### src/rtl/cmp_pkg.sv
// Shared definitions for the max-finder controller and the external
// comparator that sits beside it at the top level.
//   maxf_state_t : controller state encoding
//   CMP_W        : comparator operand width (sample width must match)
package cmp_pkg;

  typedef enum logic [1:0] {
    IDLE    = 2'd0,
    COLLECT = 2'd1,
    COMPARE = 2'd2,
    DONE    = 2'd3
  } maxf_state_t;

  localparam int CMP_W = 4;

endpackage : cmp_pkg

### src/rtl/max_finder_ctrl_if.sv
// Sample stream into the max-finder controller (valid/ready handshake).
//   in_data  : sample value, producer -> controller
//   in_valid : in_data valid, producer -> controller
//   in_ready : controller accepts a sample this cycle, controller -> producer
// Modports: master = producer side, slave = controller side.
interface max_finder_ctrl_if
  import cmp_pkg::*;
#(
  parameter int DATA_W = CMP_W
);

  logic [DATA_W-1:0] in_data;
  logic              in_valid;
  logic              in_ready;

  modport master (output in_data, output in_valid, input  in_ready);
  modport slave  (input  in_data, input  in_valid, output in_ready);

endinterface : max_finder_ctrl_if

### src/rtl/max_finder_ctrl.sv
// Running-maximum controller. Collects a burst of COUNT unsigned samples,
// one per two clocks, and reports the maximum and the index of its first
// occurrence. The magnitude compare itself is done by an external
// comparator: this block presents the current max on cmp_a and the
// candidate on cmp_b and consumes the combinational cmp_ge flag.
// Ports:
//   clk, rst_n : clock, asynchronous active-low reset
//   start      : begin a burst (only looked at in IDLE)
//   in_if      : sample stream (slave side of max_finder_ctrl_if)
//   cmp_a/b    : comparator operands (registered max / candidate)
//   cmp_ge     : comparator flag, 1 when cmp_a >= cmp_b
//   max_out    : maximum of the last burst
//   max_idx    : 0-based index of the first occurrence of that maximum
//   busy       : high in COLLECT and COMPARE
//   done       : one-cycle pulse when a burst completes
// DATA_W must equal the comparator width CMP_W; COUNT is legal in 1..255.
module max_finder_ctrl
  import cmp_pkg::*;
#(
  parameter  int DATA_W = CMP_W,
  parameter  int COUNT  = 8,
  localparam int CNT_W  = $clog2(COUNT) + 1
) (
  input  logic              clk,
  input  logic              rst_n,
  input  logic              start,
  max_finder_ctrl_if.slave  in_if,
  output logic [DATA_W-1:0] cmp_a,
  output logic [DATA_W-1:0] cmp_b,
  input  logic              cmp_ge,
  output logic [DATA_W-1:0] max_out,
  output logic [CNT_W-1:0]  max_idx,
  output logic              busy,
  output logic              done
);

  localparam logic [CNT_W-1:0] LAST_IDX = CNT_W'(COUNT - 1);

  maxf_state_t       state_q, state_d;
  logic [CNT_W-1:0]  cnt_q;
  logic [CNT_W-1:0]  idx_q;
  logic [DATA_W-1:0] max_q;
  logic [DATA_W-1:0] cand_q;
  logic              first_q;
  logic              accept;
  logic              take_cand;

  // First sample of a burst always seeds the max; afterwards only a strictly
  // larger candidate replaces it, so ties keep the earliest index.
  assign take_cand = first_q | ~cmp_ge;
  assign accept    = in_if.in_valid & in_if.in_ready;

  // Operands come straight from registers, so they are glitch-free in every
  // state, not just COMPARE.
  assign cmp_a   = max_q;
  assign cmp_b   = cand_q;
  assign max_out = max_q;
  assign max_idx = idx_q;

  always_comb begin
    state_d        = state_q;
    in_if.in_ready = 1'b0;
    busy           = 1'b0;
    done           = 1'b0;
    unique case (state_q)
      IDLE: begin
        if (start) state_d = COLLECT;
      end
      COLLECT: begin
        in_if.in_ready = 1'b1;
        busy           = 1'b1;
        if (in_if.in_valid) state_d = COMPARE;
      end
      COMPARE: begin
        busy    = 1'b1;
        state_d = (cnt_q == LAST_IDX) ? DONE : COLLECT;
      end
      DONE: begin
        done    = 1'b1;
        state_d = IDLE;
      end
      default: state_d = IDLE;
    endcase
  end

  always_ff @(posedge clk or negedge rst_n) begin
    if (!rst_n) begin
      state_q <= IDLE;
      cnt_q   <= '0;
      idx_q   <= '0;
      max_q   <= '0;
      cand_q  <= '0;
      first_q <= 1'b0;
    end else begin
      state_q <= state_d;
      unique case (state_q)
        IDLE: begin
          // max_q/idx_q keep the previous result until the new burst's
          // first compare overwrites them.
          if (start) begin
            cnt_q   <= '0;
            first_q <= 1'b1;
            cand_q  <= '0;
          end
        end
        COLLECT: begin
          if (accept) cand_q <= in_if.in_data;
        end
        COMPARE: begin
          if (take_cand) begin
            max_q <= cand_q;
            idx_q <= cnt_q;
          end
          first_q <= 1'b0;
          // Exits to DONE at LAST_IDX, so the counter never wraps.
          cnt_q   <= cnt_q + CNT_W'(1);
        end
        default: ;
      endcase
    end
  end

endmodule : max_finder_ctrl
### src/flat_wrapper.sv
// flat-port wrapper written by rule: the top's interface ports become plain ports
module max_finder_ctrl_flat import cmp_pkg::*;
#(
  parameter  int DATA_W = CMP_W,
  parameter  int COUNT  = 8,
  localparam int CNT_W  = $clog2(COUNT) + 1
)
  (clk, rst_n, start, cmp_a, cmp_b, cmp_ge, max_out, max_idx, busy, done, in_if_in_data, in_if_in_valid, in_if_in_ready);
  max_finder_ctrl_if #(.DATA_W(DATA_W)) in_if_i ();
  input  logic clk;
  input  logic rst_n;
  input  logic start;
  output logic [DATA_W-1:0] cmp_a;
  output logic [DATA_W-1:0] cmp_b;
  input  logic cmp_ge;
  output logic [DATA_W-1:0] max_out;
  output logic [CNT_W-1:0] max_idx;
  output logic busy;
  output logic done;
  input wire logic [$bits(in_if_i.in_data)-1:0] in_if_in_data;
  input wire logic [$bits(in_if_i.in_valid)-1:0] in_if_in_valid;
  output wire logic [$bits(in_if_i.in_ready)-1:0] in_if_in_ready;
  assign in_if_i.in_data = in_if_in_data;
  assign in_if_i.in_valid = in_if_in_valid;
  assign in_if_in_ready = in_if_i.in_ready;
  max_finder_ctrl #(.DATA_W(DATA_W), .COUNT(COUNT)) u_core (.clk(clk), .rst_n(rst_n), .start(start), .in_if(in_if_i), .cmp_a(cmp_a), .cmp_b(cmp_b), .cmp_ge(cmp_ge), .max_out(max_out), .max_idx(max_idx), .busy(busy), .done(done));
endmodule
### config.mk
export PLATFORM = sky130hd
export DESIGN_NAME = max_finder_ctrl_flat
export DESIGN_NICKNAME = d
export VERILOG_FILES = /design/src/rtl/cmp_pkg.sv /design/src/rtl/max_finder_ctrl_if.sv /design/src/rtl/max_finder_ctrl.sv /design/src/flat_wrapper.sv
export SDC_FILE = /design/constraint.sdc
export NUM_CORES = 1
export LEC_CHECK = 0
export BUFFER_PORTS_ARGS = -buffer_cell sky130_fd_sc_hd__buf_2
export CAP_MARGIN = 10
export CORE_UTILIZATION = 49
export DETAILED_ROUTE_END_ITERATION = 10
export PLACE_DENSITY = 0.76
export SYNTH_ARGS = -nofsm -noshare
export SYNTH_HDL_FRONTEND = slang
export SYNTH_SLANG_ARGS = --single-unit
### constraint.sdc
create_clock -name clk -period 1.7 [get_ports clk]
set_clock_uncertainty 0.1 [all_clocks]
set_input_delay 0.255 -clock clk [delete_from_list [all_inputs] [get_ports clk]]
set_output_delay 0.255 -clock clk [all_outputs]
set_load 0.01 [all_outputs]
# --- After elaboration in Yosys (flattened, before gate mapping) ---
# Index checks and enable logic that the tools add are counted.
# Widths: inputs -> output; s select.
op_classes:
  mux: 13
  n_reduce_logical: 8
  add_sub_neg: 1
  n_bitwise: 3
  n_eq_ne: 7
op_table:
  columns: ["op", "n"]
  rows:
  - ["$pmux 4 s2", 2]
  - ["$mux 4", 2]
  - ["$pmux 2 s4", 1]
  - ["$mux 2", 3]
  - ["$reduce_and 2->1", 3]
  - ["$add 4x1->4 const B", 1]
  - ["$eq 2x2->1 const B", 2]
  - ["$eq 4x3->1 const B", 1]
  - ["$mux 1", 4]
  - ["$ne 2x2->1 const B", 2]
  - ["$reduce_bool 2->1", 2]
  - ["$reduce_and 3->1", 1]
  - ["$eq 2x1->1 const B", 1]
  - ["$logic_not 2->1", 1]
  - ["$ne 2x1->1 const B", 1]
  - ["$pmux 1 s2", 1]
  - ["$reduce_or 2->1", 1]
  - ["$and 1x1->1", 1]
  - ["$not 1->1", 1]
  - ["$or 1x1->1", 1]
totals:
  regBits: 19
  in_bits: 9
  out_inout_bits: 19

# --- Logic depth before layout (Yosys ltp) ---
# Gate-level depths: netlist of run 1.
logic_depth:
  depth_word: 5
  mapped_depth: 6
  mapped_depth_nobuf: 5

# --- Worst setup path after synthesis of run 1 ---
# Ideal clock, no wire load.
synth_path:
  path_type: "flip-flop to flip-flop"
  startpoint: "reg u_core.state_q[0]"
  endpoint: "reg u_core.max_q[0] (netlist: u_core.cmp_a[0])"
  required_ns: 1.475
  path_stages_with_launch: 6
  setup_slack_ns: 0.141
  arrival_ns: 1.334
  synth_period_minus_slack_ns: 1.559
  path_cell_list: "dfrtp_1 inv_1 ha_1 buf_4 o21ai_2 mux2_2"
synth_between:
  elab_chain_len: 2
synth_rtl:
  columns: ["item", "line_no", "rtl"]
  rows:
  - ["start, declared", "max_finder_ctrl.sv:39", "maxf_state_t state_q, state_d;"]
  - ["start signal, assigned", "max_finder_ctrl.sv:95", "state_q <= state_d;"]
  - ["$eq 2x2->1", "max_finder_ctrl.sv:96", "unique case (state_q)"]
  - ["$reduce_and 2->1 (no line)", null, null]
  - ["end signal, assigned", "max_finder_ctrl.sv:111", "max_q <= cand_q;"]
  - ["end, declared", "max_finder_ctrl.sv:42", "logic [DATA_W-1:0] max_q;"]
# No other way between the ends.
# A chain may end at the register's enable or synchronous reset.

# --- Worst setup path in the final report of run 1 ---
layout_path:
  startpoint: "reg u_core.state_q[1]"
  endpoint: "out busy"
layout_between:
  elab_chain_len: 3
  elab_cells_between_ends: 4
layout_rtl:
  columns: ["item", "line_no", "rtl"]
  rows:
  - ["$eq 2x1->1 / $eq 2x2->1 (equally long branches)", "max_finder_ctrl.sv:65", "unique case (state_q)"]
  - ["$reduce_or 2->1 (no line) *", null, null]
  - ["$mux 1 *", "max_finder_ctrl.sv:65", null]
  - ["end, declared", "flat_wrapper.sv:18", "output logic busy;"]
# Every way passes the cells marked *; elsewhere a longest branch is shown, timed or not.

==> metrics.cfg, run 1 <==
[global_routing]
grt_pass1_wl_um = 2550
grt_max_degree = 20
grt_pass1_vias = 604
gr-total-overflow = 0
antenna_found_initial = 0
track_usage_pct = 17.1

[die]
core_area_um2 = 1780
die_area_um2 = 2140
start_util_pct = 53.8
pin_count = 28
rows = 15
dieHeight_um = 46.3
die_x_um = 46.3

[worst_setup_path]
start_kind = register
critPathCaptureType = primary output
cp.required_ps = 1340
r2r_slack_ps = 150
worst-path-max-fanout = 5
path_class = register to primary output
critical_path_arrival_ps = 1250

[sta]
finalSetupTns_ps = 0
setup_viol = 0
final-max-slew-violation-count = 0
rsz0062_at_grt = false
fin_crit_ps = 1610
worstMarginPinSlew_ps = 467
fin_crit_sh_pct = 94.6
fmax_mhz = 622
hold_viol = 0
relSlewSlack_pct = 68.8

[layout]
drive_above_1_share_pct = 41.6
finalNonFillerCells = 138
nets = 130
n_antenna_cell = 0
design_area_um2 = 1160
area_growth_pct = 20.7

[yosys]
synth_largest_area_cell = dfrtp_1
synth_common_cells = dfrtp_1, mux2_2, nand2_1
synth_mux_area_share_pct = 11.5
synth.most_common_cell = dfrtp_1
avgSynthCellArea_um2 = 11.4
synth_top_family_by_area = compound AO/OA/AOI/OAI gates
yosys.area_share.adder_pct = 9.13
synth_nets = 100
synth_top_cell_area_share_pct = 49.5
yosysSeqAreaShare_pct = 49.5
synth_cells = 84
synth_compound_area_share_pct = 13.3
synth-edff-count = 0
synthArstFlopShare_pct = 100
yosys_warnings = 0
synth_cell_types = 24
synthSimpleGateAreaFrac_pct = 10.3
yosys_register_bits = 19
synth-xor-area-share_pct = 0
synthTopCellsByArea = dfrtp_1, mux2_2, ha_1, buf_4, o21ai_0
syn-cell-area_um2 = 960
synthFlopType = dfrtp_1

[power]
internal-power_mw = 1.25
seqPwrFrac_pct = 37.4
pwr-share-clk_pct = 10.6
total_power_mw = 2.10
ir_drop_mv = 1.12
p_comb_share_pct = 52.0
sw_frac_of_total_pct = 40.3
p_leak_nw = 0.588
p_per_area_nw_per_um2 = 1810
p_sw_uw = 847

[drt]
first_pass_iters = 4
wire_per_inst_um = 12.4
drc = 0
route.vias.total = 717
via_per_inst = 5.20
ant_nets = 0
finalWirelength_um = 1720
drt_first_iter_violations = 5

[cts]
cts_buffer_depth = 2
clock-sinks = 19
h-tree-depth = 1
insertion_delay_ps = 290
root_buffer = clkbuf_4
clk_transition_reported_paths_ps = 100
cts_tree = done
cts_buffers = 3

[worst_hold_path]
min_path_type = input port to register

[outcome]
status = completed

[flow_run]
cap_violations = 0

[placed_design]
gp_congestion = 0.752
place_area_um2 = 1090
place_inst = 132
numPortBuffers = 27
dp_hpwl_um = 1270

==> registers in the layout, indices dropped and copies added, names as in the netlist <==
name            flops
u_core.cmp_a        4
u_core.cmp_b        4
u_core.cnt_q        4
u_core.first_q      1
u_core.max_idx      4
u_core.state_q      2
==> power groups by stage <==
stage / registers, mW / clock network (mW) / logic, mW
floorplan: 0.842 / 0 / 0.702
global placement: 0.784 / 0 / 0.998
detailed placement: 0.798 / 0 / 1.03
CTS: 0.788 / 0.226 / 1.05
global route: 0.815 / 0.250 / 1.21
finish: 0.786 / 0.222 / 1.09
==> final timing paths <==
path / startpoint / endpoint / depth (start not counted)
setup / recovery: u_core.state_q[1] / busy / 3
hold / removal: in_if_in_data[1] / u_core.cmp_b[1] / 3
setup reg to reg: u_core.state_q[1] / u_core.cnt_q[2] / 5
hold reg to reg: u_core.max_idx[3] / u_core.max_idx[3] / 1
max in group asynchronous: rst_n / u_core.cmp_a[2] / 2
min in group asynchronous: rst_n / u_core.max_idx[1] / 2
==> critical path: stages, from the launching register on <==
cell     delay, ps
dfrtp_1        450
inv_2          110
ha_2           260
buf_2          130
==> routing by layer <==
layer	global-route usage (%)	vias to the layer above	part of all wire [%]
li1	-	362	-
met1	21.0	333	49
met2	28.7	18	47
met3	2.75	4	3.0
met4	8.82	0	1.5
met5	0	-	0
==> layout make-up <==
cell class                 instances  area (um2)
fill                             142         624
clock buffer                       4        26.3
multi-input combinational         57         454
sequential                        19         475
inverter                           3        11.3
timing repair buffer              30         160
tap                               25        31.3
==> per-stage QoR <==
stage	hold WS (ps)	setup slack, ps	util (%)
4_1_cts	102	24.0	63.6
6_report	99.9	91.0	65.0
5_1_grt	86.3	46.1	65.0
3_5_place_dp	115	-30.1	61.3
2_1_floorplan	-141	141	-
3_3_place_gp	110	66.0	61.3
==> cells in the final DEF (no fill, tap or decap), types with 2 or more instances in the layout <==
master	n
o21ai_0	6
mux2_2	8
o31ai_1	4
inv_1	2
a21oi_1	3
ha_2	2
buf_4	2
clkbuf_4	3
nand3_1	2
nand2b_1	4
buf_2	27
nand2_1	8
dfrtp_1	19
ha_1	5
a31oi_1	2
==> kinds of logic after synthesis <==
family                   count (synthesis)
adder cells (fa/ha/maj)                  7
AND/OR/NAND/NOR                         19
flip-flops                              19
AO/OA/AOI/OAI                           20
multiplexers                            10
buffers and inverters                    9
==> repair_timing <==
item                                    CTS  global route
endpoints found under the setup margin    5             7
hold buffers                              1             0
gates resized for setup                   2             5
endpoints found under the hold margin    19             0
cloned                                    0             1
buffers inserted                          0             0
No activity file was read; power rests on OpenSTA's default activity.
==> inputs of run 2 (changes only) <==
--- a/config.mk
+++ b/config.mk
@@ -7,9 +7,12 @@
 export LEC_CHECK = 0
 export BUFFER_PORTS_ARGS = -buffer_cell sky130_fd_sc_hd__buf_2
 export CAP_MARGIN = 10
-export CORE_UTILIZATION = 49
+export CELL_PAD_IN_SITES_DETAIL_PLACEMENT = 0
+export CELL_PAD_IN_SITES_GLOBAL_PLACEMENT = 1
+export CORE_MARGIN = 4
+export CORE_UTILIZATION = 38
 export DETAILED_ROUTE_END_ITERATION = 10
-export PLACE_DENSITY = 0.76
+export PLACE_DENSITY_LB_ADDON = 0.1
 export SYNTH_ARGS = -nofsm -noshare
 export SYNTH_HDL_FRONTEND = slang
 export SYNTH_SLANG_ARGS = --single-unit
==> run 2 against run 1 <==
Against the previous run: fmax increased by 1.3%; clock power about the same; hold slack got worse by 5.6 ps; combinational power about the same; global-route usage decreased by 4.5 points; count of clock-buffer cells in the layout decreased by 1; final cell count increased by 1.4%; register-to-register slack got worse by 30 ps; critical path type unchanged.
==> metrics.cfg, run 2 (synthesized netlist as in run 1, its figures left out) <==
[sta]
relSlewSlack_pct = 66.1
finalSetupTns_ps = 0
holdWs_ps = 94.3
hold_viol = 0
fin_ws_ps = 111
rsz0062_at_grt = false
fin_crit_sh_pct = 93.4
fmax_mhz = 629
worstMarginPinSlew_ps = 508
fin_crit_ps = 1590
final-max-slew-violation-count = 0
setup_viol = 0

[layout]
drive_above_1_share_pct = 42.9
seqCellArea_um2 = 475
fillers = 218
multi_input_area_um2 = 447
mostFrequentLayoutCell = buf_2
most-common-layout-cells = buf_2, dfrtp_1, mux2_2, nand2_1, o21ai_0
n_antenna_cell = 0
area_growth_pct = 20.5
design_area_um2 = 1160
nets = 129

[die]
pin_count = 28
die_x_um = 58.3
start_util_pct = 41.8
core_area_um2 = 2300
dieHeight_um = 58.3
die_area_um2 = 3390
rows = 17

[cts]
h-tree-depth = 1
clock-sinks = 19
root_buffer = clkbuf_4
cts_buffer_depth = 2
insertion_delay_ps = 290
cts_buffers = 3
clk_transition_reported_paths_ps = 110
cts_tree = done

[worst_setup_path]
r2r_slack_ps = 120
critical_path.reg2reg.startpoint = u_core.state_q[1]
reg2reg_to = u_core.cnt_q[2]
reg2reg_depth = 5
start_kind = register
worst-path-max-fanout = 5
path_class = register to primary output
critical_path_arrival_ps = 1230
critPathCaptureType = primary output
cp.required_ps = 1340

[power]
ir_drop_mv = 0.885
p_leak_nw = 0.585
total_power_mw = 2.11
p_per_area_nw_per_um2 = 1830

[drt]
wire_per_inst_um = 13.9
route.vias.total = 715
via_per_inst = 5.11
ant_nets = 0
drt_first_iter_violations = 13
drc = 0
finalWirelength_um = 1950
first_pass_iters = 4

[worst_hold_path]
min_from = in_if_in_data[1]
min_path_type = input port to register
holdPathStages = 3
holdPathEnd = u_core.cmp_b[1]

[global_routing]
gr-total-overflow = 0
track_usage_pct = 12.6
grt_pass1_vias = 683
grt_pass1_wl_um = 3180
antenna_found_initial = 0
grt_max_degree = 20

[placed_design]
pre_cts_slack_ps = -9.97
gp_congestion = 0.714
dp_hpwl_um = 1480
numPortBuffers = 27
place_area_um2 = 1100

[flow_run]
cap_violations = 0

[outcome]
status = completed

[run 2: cell count changes in the layout (fill, tap and decap cells not counted), sizes merged]
cell,change
clkbuf,-1
and2b,-1
clkinv,+1
[run 2: routing by layer]
layer / global-route usage [%] / wire [um] / vias up
met5: 0 / 0 / -
met4: 5.96 / 18 / 0
met3: 3.34 / 126 / 2
met2: 19.4 / 896 / 20
met1: 16.4 / 910 / 342
li1: - / - / 351
[run 2: cell type report]
class	count	share of cell area, %
sequential	19	41.1
multi-input combinational	56	38.6
timing repair buffer	30	13.9
tap	28	3.03
clock buffer	3	1.95
inverter	3	0.974
clock inverter	1	0.433
[run 2: per-stage QoR]
| step | instances | util, % |
|---|---|---|
| after floorplan | 84 | - |
| after global placement | 135 | 47.7 |
| after detailed placement | 135 | 47.7 |
| after CTS | 140 | 49.6 |
| after global routing | 140 | 50.3 |
| final | 140 | 50.3 |
[run 2: worst max path at each step]
stage	startpoint	end	slack, ps	depth (start not counted)
6_report	u_core.state_q[1]	busy	110	3
5_1_grt	u_core.state_q[1]	busy	10	3
4_1_cts	u_core.state_q[1]	u_core.cnt_q[2]	40	5
3_5_place_dp	u_core.state_q[1]	u_core.cmp_b[2]	-10	5
3_3_place_gp	u_core.state_q[1]	u_core.cnt_q[2]	40	5
2_1_floorplan	u_core.state_q[0]	u_core.cmp_a[0]	140	5
[run 2: worst max-delay path, cell delays in order, from the launching register on]
cell	delay, ps
dfrtp_1	440
inv_2	100
ha_2	260
buf_2	140
[run 2: where the power goes]
part / internal, mW / switching (mW)
registers: 0.644 / 0.143
logic: 0.518 / 0.583
clock network: 0.0874 / 0.134
[run 2: timing repair]
| item | CTS | global route |
|---|---|---|
| hold buffers | 1 | 0 |
| endpoints found under the setup margin | 5 | 12 |
| endpoints found under the hold margin | 19 | 0 |
| pin swaps | 0 | 0 |
| gates resized for setup | 2 | 5 |
| buffers inserted | 0 | 0 |
==> inputs of run 3 (changes only) <==
--- a/config.mk
+++ b/config.mk
@@ -5,13 +5,13 @@
 export SDC_FILE = /design/constraint.sdc
 export NUM_CORES = 1
 export LEC_CHECK = 0
-export BUFFER_PORTS_ARGS = -buffer_cell sky130_fd_sc_hd__buf_2
 export CAP_MARGIN = 10
 export CELL_PAD_IN_SITES_DETAIL_PLACEMENT = 0
 export CELL_PAD_IN_SITES_GLOBAL_PLACEMENT = 1
 export CORE_MARGIN = 4
-export CORE_UTILIZATION = 38
+export CORE_UTILIZATION = 46
 export DETAILED_ROUTE_END_ITERATION = 10
+export DONT_BUFFER_PORTS = 1
 export PLACE_DENSITY_LB_ADDON = 0.1
 export SYNTH_ARGS = -nofsm -noshare
 export SYNTH_HDL_FRONTEND = slang
==> run 3 against run 2 <==
Against the previous run: count of clock-buffer cells in the layout grew 1; via count shrank 10%; combinational power shrank 23%; hold slack worse by 28 ps; first-iteration DRC count down 54%; sequential power is 13% higher; non-clock buffer count is 21 lower; critical path type unchanged; critical endpoint is now in_if_in_ready; largest cell class unchanged.
==> metrics.cfg, run 3 (synthesized netlist as in run 1, its figures left out) <==
[drt]
first_pass_iters = 4
drt_first_iter_violations = 6
finalWirelength_um = 1670
ant_nets = 0
route.vias.total = 642
via_per_inst = 5.44
drc = 0
wire_per_inst_um = 14.2

[layout]
area_growth_pct = 12.0
mostFrequentLayoutCell = dfrtp_1
most-common-layout-cells = dfrtp_1, mux2_2, nand2_1
drive_above_1_share_pct = 23.1
n_antenna_cell = 0
nets = 108

[sta]
relSlewSlack_pct = 42.3
fin_crit_ps = 1600
setup_viol = 0
fmax_mhz = 627
holdWs_ps = 66.1
hold_viol = 0
worstMarginPinSlew_ps = 862
final-max-slew-violation-count = 0
rsz0062_at_grt = false
fin_crit_sh_pct = 93.9

[worst_setup_path]
crit_path_cell_trace = inv_1 > ha_2 > buf_4
critical_path_arrival_ps = 1240
max_stage_delay_ps = 440
cp.required_ps = 1340
critPathCaptureType = primary output
start_kind = register
worst-path-max-fanout = 5
r2r_slack_ps = 110
cp_num_buf_inv = 2
crit_family = flip-flops
slowest_stage = dfrtp_1
path_class = register to primary output

[global_routing]
track_usage_pct = 14.3
gr-total-overflow = 0
grt_pass1_wl_um = 2940
antenna_found_initial = 0
grt_max_degree = 20
grt_pass1_vias = 655

[cts]
clock-sinks = 19
postCtsSetupBuffers = 0
clk_transition_reported_paths_ps = 100
insertion_delay_ps = 290
root_buffer = clkbuf_4
cts_tree = done
cts_buffers = 3
cts_buffer_depth = 2
h-tree-depth = 1

[power]
p_leak_nw = 0.482
total_power_mw = 1.96
p_per_area_nw_per_um2 = 1830
ir_drop_mv = 1.01

[die]
start_util_pct = 48.9
dieHeight_um = 53.7
die_x_um = 53.7
die_area_um2 = 2880
core_area_um2 = 1960
rows = 16
pin_count = 28

[flow_run]
cap_violations = 0

[outcome]
status = completed

[placed_design]
numPortBuffers = 0
gp_congestion = 0.755
dp_hpwl_um = 1260

[worst_hold_path]
min_path_type = input port to register

==> run 3: cell types whose count changed in the layout (fill, tap and decap cells not counted) <==
cell	change
buf_4	+2
dlygate4sd3_1	+4
clkbuf_1	+1
buf_2	-27
inv_1	+1
and2b_4	+1
inv_2	-1
and2b_2	-1
clkinv_2	-1
==> run 3: area by class of cell <==
class,instances,area [um2]
Sequential cell,19,475
Fill cell,197,887
Clock buffer,4,26.3
Tap cell,27,33.8
Timing Repair Buffer,9,80.1
Inverter,3,11.3
Multi-Input combinational cell,56,448
==> run 3: power by group <==
| part | internal, mW | switching [mW] |
|---|---|---|
| Combinational | 0.425 | 0.422 |
| Sequential | 0.645 | 0.247 |
| Clock | 0.0913 | 0.131 |
==> run 3: layer usage <==
metal	part of all wire, %	vias up	global-route usage (%)	routed length, um
met3	6.8	4	3.32	113
li1	-	307	-	-
met2	46	19	22.6	761
met5	0	-	0	0
met4	2.5	0	8.94	42
met1	45	312	17.5	755
==> run 3: path summary, 6_finish.rpt <==
| path | startpoint | end | depth (start not counted) |
|---|---|---|---|
| max | u_core.state_q[1] | in_if_in_ready | 3 |
| min | start | u_core.first_q | 2 |
| max reg2reg | u_core.state_q[1] | u_core.cnt_q[2] | 5 |
| min reg2reg | u_core.cnt_q[0] | u_core.cnt_q[0] | 1 |
| max in group asynchronous | rst_n | u_core.first_q | 1 |
| min in group asynchronous | rst_n | u_core.cmp_a[2] | 1 |
==> run 3: timing repair <==
item	CTS	global route
setup endpoints to repair	5	6
gates cloned	0	0
hold buffers	5	0
endpoints found under the hold margin	23	0
pin swaps	0	0
resized for setup	2	5
==> run 3: through the flow <==
step | util, % | instance area [um2] | TNS (ps) | std cells | worst slack, ps
2_1_floorplan | - | 960 | 0 | 84 | 141
3_3_place_gp | 49.7 | 975 | 0 | 109 | 45.9
3_5_place_dp | 49.7 | 975 | -20.5 | 109 | -14.7
5_1_grt | 54.8 | 1070 | 0 | 118 | 26.4
6_report | 54.8 | 1070 | 0 | 118 | 104
4_1_cts | 53.8 | 1060 | 0 | 118 | 60.9
